==> config.mk <==
export PLATFORM = sky130hd
export DESIGN_NAME = qkv_loader_flat
export DESIGN_NICKNAME = d
export VERILOG_FILES = /design/src/rtl/qkv_loader_pkg.sv /design/src/rtl/qkv_loader_if.sv /design/src/rtl/qkv_row_buf.sv /design/src/rtl/qkv_loader.sv /design/src/flat_wrapper.sv
export SDC_FILE = /design/constraint.sdc
export NUM_CORES = 1
export LEC_CHECK = 0
export CORE_AREA = 5 5 243 245
export DETAILED_ROUTE_END_ITERATION = 7
export DIE_AREA = 0 0 248 250
export HOLD_SLACK_MARGIN = 0.03
export PLACE_DENSITY = 0.65
export SLEW_MARGIN = 20
export SYNTH_ARGS = -nofsm -noshare
export SYNTH_HDL_FRONTEND = slang
export SYNTH_SLANG_ARGS = --single-unit
export TNS_END_PERCENT = 20
==> constraint.sdc <==
create_clock -name I_CLK -period 2.9 [get_ports I_CLK]
set_clock_uncertainty 0.1 [all_clocks]
set_input_delay 0.29 -clock I_CLK [delete_from_list [all_inputs] [get_ports I_CLK]]
set_output_delay 0.29 -clock I_CLK [all_outputs]
set_load 0.03 [all_outputs]
==> src/rtl/qkv_loader_pkg.sv <==
// qkv_loader_pkg: shared state encoding, matrix select codes and counter sizing for qkv_loader.
package qkv_loader_pkg;
   typedef enum logic [1:0] {ST_LOAD, ST_FIRE, ST_WAIT} state_t;
   localparam logic [1:0] SEL_Q = 2'd0;
   localparam logic [1:0] SEL_K = 2'd1;
   localparam logic [1:0] SEL_V = 2'd2;
   function automatic int cnt_w(input int dim);
      return (3 * dim > 1) ? $clog2(3 * dim) : 1;
   endfunction
endpackage

==> src/rtl/qkv_loader_if.sv <==
// qkv_loader_if: row-beat input stream, start/completion handshake and assembled Q/K/V matrices.
// With QKV_LOADER_LAST_CHECK_EN the stream also carries I_IN_LAST and the loader reports O_ERR.
interface qkv_loader_if #(parameter int D_W = 16, parameter int DIM = 4, parameter int HID = 3);
   logic                   I_IN_VLD;
   logic                   O_IN_RDY;
   logic [HID*D_W-1:0]     I_IN_DATA;
   logic                   O_START;
   logic [DIM*HID*D_W-1:0] O_MAT_Q;
   logic [DIM*HID*D_W-1:0] O_MAT_K;
   logic [DIM*HID*D_W-1:0] O_MAT_V;
   logic                   I_ATT_VLD;
   logic                   O_BUSY;
`ifdef QKV_LOADER_LAST_CHECK_EN
   logic                   I_IN_LAST;
   logic                   O_ERR;
`endif
   modport slave (
      input  I_IN_VLD, I_IN_DATA, I_ATT_VLD,
`ifdef QKV_LOADER_LAST_CHECK_EN
      input  I_IN_LAST,
      output O_ERR,
`endif
      output O_IN_RDY, O_START, O_MAT_Q, O_MAT_K, O_MAT_V, O_BUSY
   );
   modport master (
      output I_IN_VLD, I_IN_DATA, I_ATT_VLD,
`ifdef QKV_LOADER_LAST_CHECK_EN
      output I_IN_LAST,
      input  O_ERR,
`endif
      input  O_IN_RDY, O_START, O_MAT_Q, O_MAT_K, O_MAT_V, O_BUSY
   );
endinterface

==> src/rtl/qkv_row_buf.sv <==
// qkv_row_buf: DIM-row register bank written one row per enabled cycle, exposed as a flat matrix.
module qkv_row_buf #(
   parameter int D_W = 16,
   parameter int DIM = 4,
   parameter int HID = 3,
   parameter int RW  = (DIM > 1) ? $clog2(DIM) : 1
) (
   input  logic                   clk,
   input  logic                   rst,
   input  logic                   we,
   input  logic [RW-1:0]          idx,
   input  logic [HID*D_W-1:0]     wdata,
   output logic [DIM*HID*D_W-1:0] mat
);
   logic [DIM*HID*D_W-1:0] mat_q, mat_d;
   always_comb begin
      mat_d = mat_q;
      for (int r = 0; r < DIM; r++)
         if (we && idx == RW'(r)) mat_d[r*HID*D_W +: HID*D_W] = wdata;
   end
   always_ff @(posedge clk)
      if (rst) mat_q <= '0;
      else mat_q <= mat_d;
   assign mat = mat_q;
endmodule

==> src/rtl/qkv_loader.sv <==
// qkv_loader: assembles Q, K, V from a row-per-beat stream, fires O_START, then holds until I_ATT_VLD.
// Optional QKV_LOADER_LAST_CHECK_EN validates I_IN_LAST and discards a malformed batch with an O_ERR pulse.
module qkv_loader
   import qkv_loader_pkg::*;
#(
   parameter int D_W = 16,
   parameter int DIM = 4,
   parameter int HID = 3
) (
   input logic          I_CLK,
   input logic          I_RST,
   qkv_loader_if.slave  bus
);
   localparam int CW = cnt_w(DIM);
   localparam int RW = (DIM > 1) ? $clog2(DIM) : 1;
   localparam logic [CW-1:0] LAST = CW'(3 * DIM - 1);
   state_t state_q, state_d;
   logic [CW-1:0] cnt_q, cnt_d;
   logic start_q, start_d, busy_q, busy_d, rdy_q, rdy_d;
   logic acc, bad, at_last;
   logic [1:0] sel;
   logic [RW-1:0] row;
   logic [DIM*HID*D_W-1:0] q_mat, k_mat, v_mat;
`ifdef QKV_LOADER_LAST_CHECK_EN
   logic err_q, err_d;
`endif
   always_comb begin
      acc = bus.I_IN_VLD && rdy_q;
      at_last = cnt_q == LAST;
`ifdef QKV_LOADER_LAST_CHECK_EN
      bad = acc && (bus.I_IN_LAST != at_last);
      err_d = bad;
`else
      bad = 1'b0;
`endif
      sel = 2'(cnt_q / CW'(DIM));
      row = RW'(cnt_q % CW'(DIM));
      cnt_d = !acc ? cnt_q : (at_last || bad) ? '0 : cnt_q + 1'b1;
      state_d = state_q == ST_LOAD ? ((acc && at_last && !bad) ? ST_FIRE : ST_LOAD)
              : state_q == ST_FIRE ? ST_WAIT
              : (bus.I_ATT_VLD ? ST_LOAD : ST_WAIT);
      start_d = state_d == ST_FIRE;
      busy_d = state_d != ST_LOAD;
      rdy_d = state_d == ST_LOAD;
   end
   // Outputs are registered from the next state so they always match state_q.
   always_ff @(posedge I_CLK) begin
      if (I_RST) begin
         state_q <= ST_LOAD;
         cnt_q <= '0;
         start_q <= 1'b0;
         busy_q <= 1'b0;
         rdy_q <= 1'b1;
`ifdef QKV_LOADER_LAST_CHECK_EN
         err_q <= 1'b0;
`endif
      end else begin
         state_q <= state_d;
         cnt_q <= cnt_d;
         start_q <= start_d;
         busy_q <= busy_d;
         rdy_q <= rdy_d;
`ifdef QKV_LOADER_LAST_CHECK_EN
         err_q <= err_d;
`endif
      end
   end
   qkv_row_buf #(.D_W(D_W), .DIM(DIM), .HID(HID), .RW(RW)) u_q (
      .clk(I_CLK), .rst(I_RST), .we(acc && sel == SEL_Q), .idx(row), .wdata(bus.I_IN_DATA), .mat(q_mat));
   qkv_row_buf #(.D_W(D_W), .DIM(DIM), .HID(HID), .RW(RW)) u_k (
      .clk(I_CLK), .rst(I_RST), .we(acc && sel == SEL_K), .idx(row), .wdata(bus.I_IN_DATA), .mat(k_mat));
   qkv_row_buf #(.D_W(D_W), .DIM(DIM), .HID(HID), .RW(RW)) u_v (
      .clk(I_CLK), .rst(I_RST), .we(acc && sel == SEL_V), .idx(row), .wdata(bus.I_IN_DATA), .mat(v_mat));
   assign bus.O_IN_RDY = rdy_q;
   assign bus.O_START = start_q;
   assign bus.O_BUSY = busy_q;
   assign bus.O_MAT_Q = q_mat;
   assign bus.O_MAT_K = k_mat;
   assign bus.O_MAT_V = v_mat;
`ifdef QKV_LOADER_LAST_CHECK_EN
   assign bus.O_ERR = err_q;
`endif
endmodule
==> src/flat_wrapper.sv <==
// flat-port wrapper written by rule: the top's interface ports become plain ports
module qkv_loader_flat import qkv_loader_pkg::*;
#(
   parameter int D_W = 16,
   parameter int DIM = 4,
   parameter int HID = 3
)
  (I_CLK, I_RST, bus_I_IN_VLD, bus_I_IN_DATA, bus_I_ATT_VLD, bus_O_IN_RDY, bus_O_START, bus_O_MAT_Q, bus_O_MAT_K, bus_O_MAT_V, bus_O_BUSY);
  qkv_loader_if #(.D_W(D_W), .DIM(DIM), .HID(HID)) bus_i ();
  input logic I_CLK;
  input logic I_RST;
  input wire logic [$bits(bus_i.I_IN_VLD)-1:0] bus_I_IN_VLD;
  input wire logic [$bits(bus_i.I_IN_DATA)-1:0] bus_I_IN_DATA;
  input wire logic [$bits(bus_i.I_ATT_VLD)-1:0] bus_I_ATT_VLD;
  output wire logic [$bits(bus_i.O_IN_RDY)-1:0] bus_O_IN_RDY;
  output wire logic [$bits(bus_i.O_START)-1:0] bus_O_START;
  output wire logic [$bits(bus_i.O_MAT_Q)-1:0] bus_O_MAT_Q;
  output wire logic [$bits(bus_i.O_MAT_K)-1:0] bus_O_MAT_K;
  output wire logic [$bits(bus_i.O_MAT_V)-1:0] bus_O_MAT_V;
  output wire logic [$bits(bus_i.O_BUSY)-1:0] bus_O_BUSY;
  assign bus_i.I_IN_VLD = bus_I_IN_VLD;
  assign bus_i.I_IN_DATA = bus_I_IN_DATA;
  assign bus_i.I_ATT_VLD = bus_I_ATT_VLD;
  assign bus_O_IN_RDY = bus_i.O_IN_RDY;
  assign bus_O_START = bus_i.O_START;
  assign bus_O_MAT_Q = bus_i.O_MAT_Q;
  assign bus_O_MAT_K = bus_i.O_MAT_K;
  assign bus_O_MAT_V = bus_i.O_MAT_V;
  assign bus_O_BUSY = bus_i.O_BUSY;
  qkv_loader #(.D_W(D_W), .DIM(DIM), .HID(HID)) u_core (.I_CLK(I_CLK), .I_RST(I_RST), .bus(bus_i));
endmodule
Yosys cells after proc, flatten, opt, wreduce, memory -nomap -nowiden
Cells that the tools add are included.
{"block": "word_totals", "ff_bits": 585, "output_inout_bits": 579, "word_cells": 53}
{"block": "classes", "add_sub_neg": 1, "eq_ne": 8, "mux": 5, "n_reduce_logical": 22}
{"operator": "1-bit logical AND", "count": 17}
{"operator": "2-bit by 1-bit equality test with 1-bit output, second input constant", "count": 4}
{"operator": "2-bit logical NOT", "count": 4}
{"operator": "2-bit equality test, second input constant", "count": 3}
{"operator": "2-bit two-way mux", "count": 3}
{"operator": "4-bit by 1-bit adder with 4-bit output, second input constant", "count": 1}
{"operator": "4-bit equality test, second input constant", "count": 1}
{"operator": "4-bit two-way mux", "count": 1}
{"operator": "2-bit nonzero test", "count": 1}
{"operator": "1-bit two-way mux", "count": 1}

Depth between registers and ports, before layout
{"block": "depth", "depth_word": 5, "ltp_mapped": 7, "depth_no_buf": 4}

Cells and area by module
From an unflattened synthesis, not the netlist that was laid out.
{"block": "unflattened", "hier_cells": 2070, "hier_area_um2": 22898.2}
{"mod": "qkv_row_buf", "n_inst": 3, "cells_per_inst": 678, "area_each_um2": 7521.0, "seq_area_each_um2": 3843.7}
{"mod": "qkv_loader", "n_inst": 1, "cells_per_inst": 36, "area_each_um2": 335.3, "seq_area_each_um2": 160.2}

Worst setup path after synthesis
OpenSTA, ideal clock, no wires.
{"block": "synth_path", "path_kind": "flip-flop to flip-flop", "startpoint": "register u_core.rdy_q (netlist: u_core.bus.O_IN_RDY)", "endpoint": "register u_core.u_v.mat_q[123] (netlist: u_core.u_v.mat[123])", "setup_ps": 132, "arrival_time_ps": 1501, "required_time_ps": 2668, "setup_slack_ps": 1167, "stages_incl_launch_ff": 8, "path_buffers": 4, "synth_period_minus_slack_ps": 1733, "cell_sequence": "dfxtp_1 and2_1 buf_4 buf_6 nand3_1 buf_4 buf_6 mux2i_1"}
{"block": "synth_between", "elab_chain_cells": 3}
{"item": "start: declaration", "line_no": "qkv_loader.sv:19", "text": "logic start_q, start_d, busy_q, busy_d, rdy_q, rdy_d;"}
{"item": "start signal: assignment", "line_no": "qkv_loader.sv:62", "text": "rdy_q <= rdy_d;"}
{"item": "1-bit logical AND", "line_no": "qkv_loader.sv:28", "text": "acc = bus.I_IN_VLD && rdy_q;"}
{"item": "1-bit logical AND", "line_no": "qkv_loader.sv:73", "text": ".clk(I_CLK), .rst(I_RST), .we(acc && sel == SEL_V), .idx(row), .wdata(bus.I_IN_DATA), .mat(v_mat));"}
{"item": "1-bit logical AND", "line_no": "qkv_row_buf.sv:19", "text": "if (we && idx == RW'(r)) mat_d[r*HID*D_W +: HID*D_W] = wdata;"}
{"item": "end signal: assignment", "line_no": "qkv_row_buf.sv:23", "text": "else mat_q <= mat_d;"}
{"item": "end: declaration", "line_no": "qkv_row_buf.sv:15", "text": "logic [DIM*HID*D_W-1:0] mat_q, mat_d;"}
Every way passes these cells.
A chain may end at the register's enable or synchronous reset.

Worst setup path in the final report
{"block": "layout_path", "startpoint": "register u_core.cnt_q[3]", "endpoint": "register u_core.u_v.mat_q[116] (netlist: u_core.u_v.mat[116])"}
{"block": "layout_between", "elab_chain_cells": 3}
{"item": "start: declaration", "line_no": "qkv_loader.sv:18", "text": "logic [CW-1:0] cnt_q, cnt_d;"}
{"item": "start signal: assignment", "line_no": "qkv_loader.sv:59", "text": "cnt_q <= cnt_d;"}
{"item": "2-bit equality test", "line_no": "qkv_loader.sv:73"}
{"item": "1-bit logical AND", "line_no": "qkv_loader.sv:73"}
{"item": "1-bit logical AND", "line_no": "qkv_row_buf.sv:19"}
Every way passes these cells.

==> impl_metrics.toml <==
[run_status]
status = "complete, no violations"

[grt]
grt_overflow_total = 0
antenna_found_initial = 1
grt_pass1_wl_um = 110100
grt_pass1_vias = 16710
grt_max_degree = 68
track_usage_pct = 23.16

[pwr]
combPwrFrac_pct = 7.4
p_int_mw = 13.24
power_frac_clock_pct = 45.3
p_leak_nw = 13.73
p_seq_share_pct = 47.3
power_mw = 17.40
p_per_area_nw_per_um2 = 580.2
switching_share_pct = 23.92
peakVddDrop_v = 0.0004410
p_sw_mw = 4.160

[cells_and_area]
area_growth_pct = 44.49
final_cell_mix = "clkdlybuf4s50_1, dfxtp_1, nand2_1"
nets = 2589
finalNonFillerCells = 3347
final_common_cell = "clkdlybuf4s50_1"
fillCellCount = 5088
drive_above_1_share_pct = 6.703

[setup_path]
arrival_ns = 2.66
worst-path-max-fanout = 17
required_ns = 3.25
crit_path_start_kind = "flip-flop"
endpoint_kind = "flip-flop"
r2r_slack_ns = 0.59
critPathKind = "reg2reg"

[yosys]
syn_inst = 1963
synthesis.nets = 2019
synth_area_per_cell_sq_um = 10.57
yosys_warnings = 0
synth_seq_area_share_pct = 56.34
synth_seq_cells = 584
synth_area_sq_um = 20750
synth_cell_types = 24

[cts]
clk_pin_slew_worst_paths_ns = 0.06
root_buffer = "clkbuf_16"
postCtsSetupBuffers = 0
cts-resized-gates = 0
clock-sinks = 584
cts_tree = "yes"
htreeDepth = 2
numCtsBuffers = 61
insertion_delay_ns = 0.60
hold_buffers = 0
clk_path_buf_depth = 3

[worst_hold_path]
hp-class = "in2reg"

[placement]
port_buffers = 630
pre_cts_ws_ns = 0.5541
place_inst = 3235
place.gp.congestion = 0.8610
place_hpwl_um = 53280

[route]
wl_um = 75460
via_count = 16420
first_pass_iters = 5
vias_per_cell = 4.905
remaining_drc_errors = 0
ant_nets = 0
first_iter_violations = 895
wl_per_cell_um = 22.54

[sta]
tightest_slew_ns = 0.7963
drv_slew = 0
setup_slack_ns = 0.5903
grt_setup_unrepaired = "no"
hold_viol_final = 0
finalSetupViolations = 0
clock.fmax_ghz = 0.4330
period_minus_slack_ns = 2.310
tns_ns = 0
max_slew_margin_pct = 46.81
fin_crit_sh_pct = 79.65

[die]
io_pins = 631
start_util_pct = 36.45
die_area_sq_um = 62000
fp.dieH_um = 250
die_w_um = 248
rows = 88
coreArea_sq_um = 56920

[run]
cap_violations = 0
## synth_stat cells (all sizes together)
cell    count  share of area, %
nand2     577                10
mux2i     530                26
ha          4              0.24
a21o        1             0.036
and3        2             0.060
inv         3             0.054
xnor2       1             0.042
a21oi       3             0.072
buf        80               2.5
a22o       48               2.0
nand2b      3             0.090
o221ai      1             0.042
nor2b       2             0.060
nand3      14              0.34
clkbuf    101               1.8
a31oi       1             0.060
dfxtp     584                56
and2        3             0.090
nor2        4             0.072
nor3        1             0.048
## final cells by class
cell class / count / area [sq um] / area share (%)
antenna: 1 / 2.502 / 0.008346
clock buffer: 84 / 1743 / 5.813
clock inverter: 27 / 281.5 / 0.9389
inverter: 3 / 18.77 / 0.06260
multi-input combinational: 1195 / 8297 / 27.67
sequential: 584 / 11690 / 38.99
tap: 765 / 957.2 / 3.192
timing repair buffer: 688 / 6992 / 23.32
## metrics by stage
stage	util, %	cell area [sq um]	hold slack, ns
floorplan	-	20750	0.3155
global placement	49.11	27960	0.3423
detailed placement	49.11	27960	0.3463
CTS	52.67	29980	0.1770
global route	52.67	29980	0.1961
finish	52.67	29980	0.2148
## power groups by stage
stage | Clock [mW] | Combinational, mW | Sequential [mW]
floorplan | 0 | 0.475 | 8.62
global placement | 0 | 1.29 | 8.39
detailed placement | 0 | 1.30 | 8.40
CTS | 8.02 | 1.30 | 8.22
global route | 8.37 | 1.35 | 8.23
finish | 7.89 | 1.29 | 8.22
## logic make-up after synthesis
| kind of cell | count (synthesis) | synth area share (%) |
|---|---|---|
| flops | 584 | 56.34 |
| xor+xnor | 1 | 0.04221 |
| compound gates | 54 | 2.237 |
| mux | 530 | 25.57 |
| fa+ha+maj | 4 | 0.2412 |
| buf+inv | 184 | 4.377 |
| simple gates | 606 | 11.20 |
## worst paths after layout
kind / start / to / depth (start not counted)
hold / removal: bus_I_IN_DATA[28] / u_core.u_v.mat[172] / 2
setup reg to reg: u_core.cnt_q[3] / u_core.u_v.mat[116] / 4
setup / recovery: u_core.cnt_q[3] / u_core.u_v.mat[116] / 4
hold reg to reg: u_core.u_v.mat[40] / u_core.u_v.mat[40] / 2
## sequential cells by signal, indices dropped and copies added (netlist names)
register and cells:
u_core.u_k.mat 192, u_core.u_q.mat 192, u_core.u_v.mat 192, u_core.cnt_q 4
u_core.state_q 2, u_core.bus.O_BUSY 1, u_core.bus.O_IN_RDY 1
## critical path, cell delays in order (launching register included)
cell     delay [ns]
dfxtp_1        0.42
nor2b_1        0.68
nand3_4        0.46
buf_12         0.33
mux2i_1        0.14
## routing by layer
metal	wire length (um)	share of wire (%)	global-route usage, %
met5	0	0	0
met4	3496	4.6	9.892
met3	5905	7.8	6.479
met2	36240	48	38.86
met1	29810	40	27.75
Power figures use the tool's default switching activity.
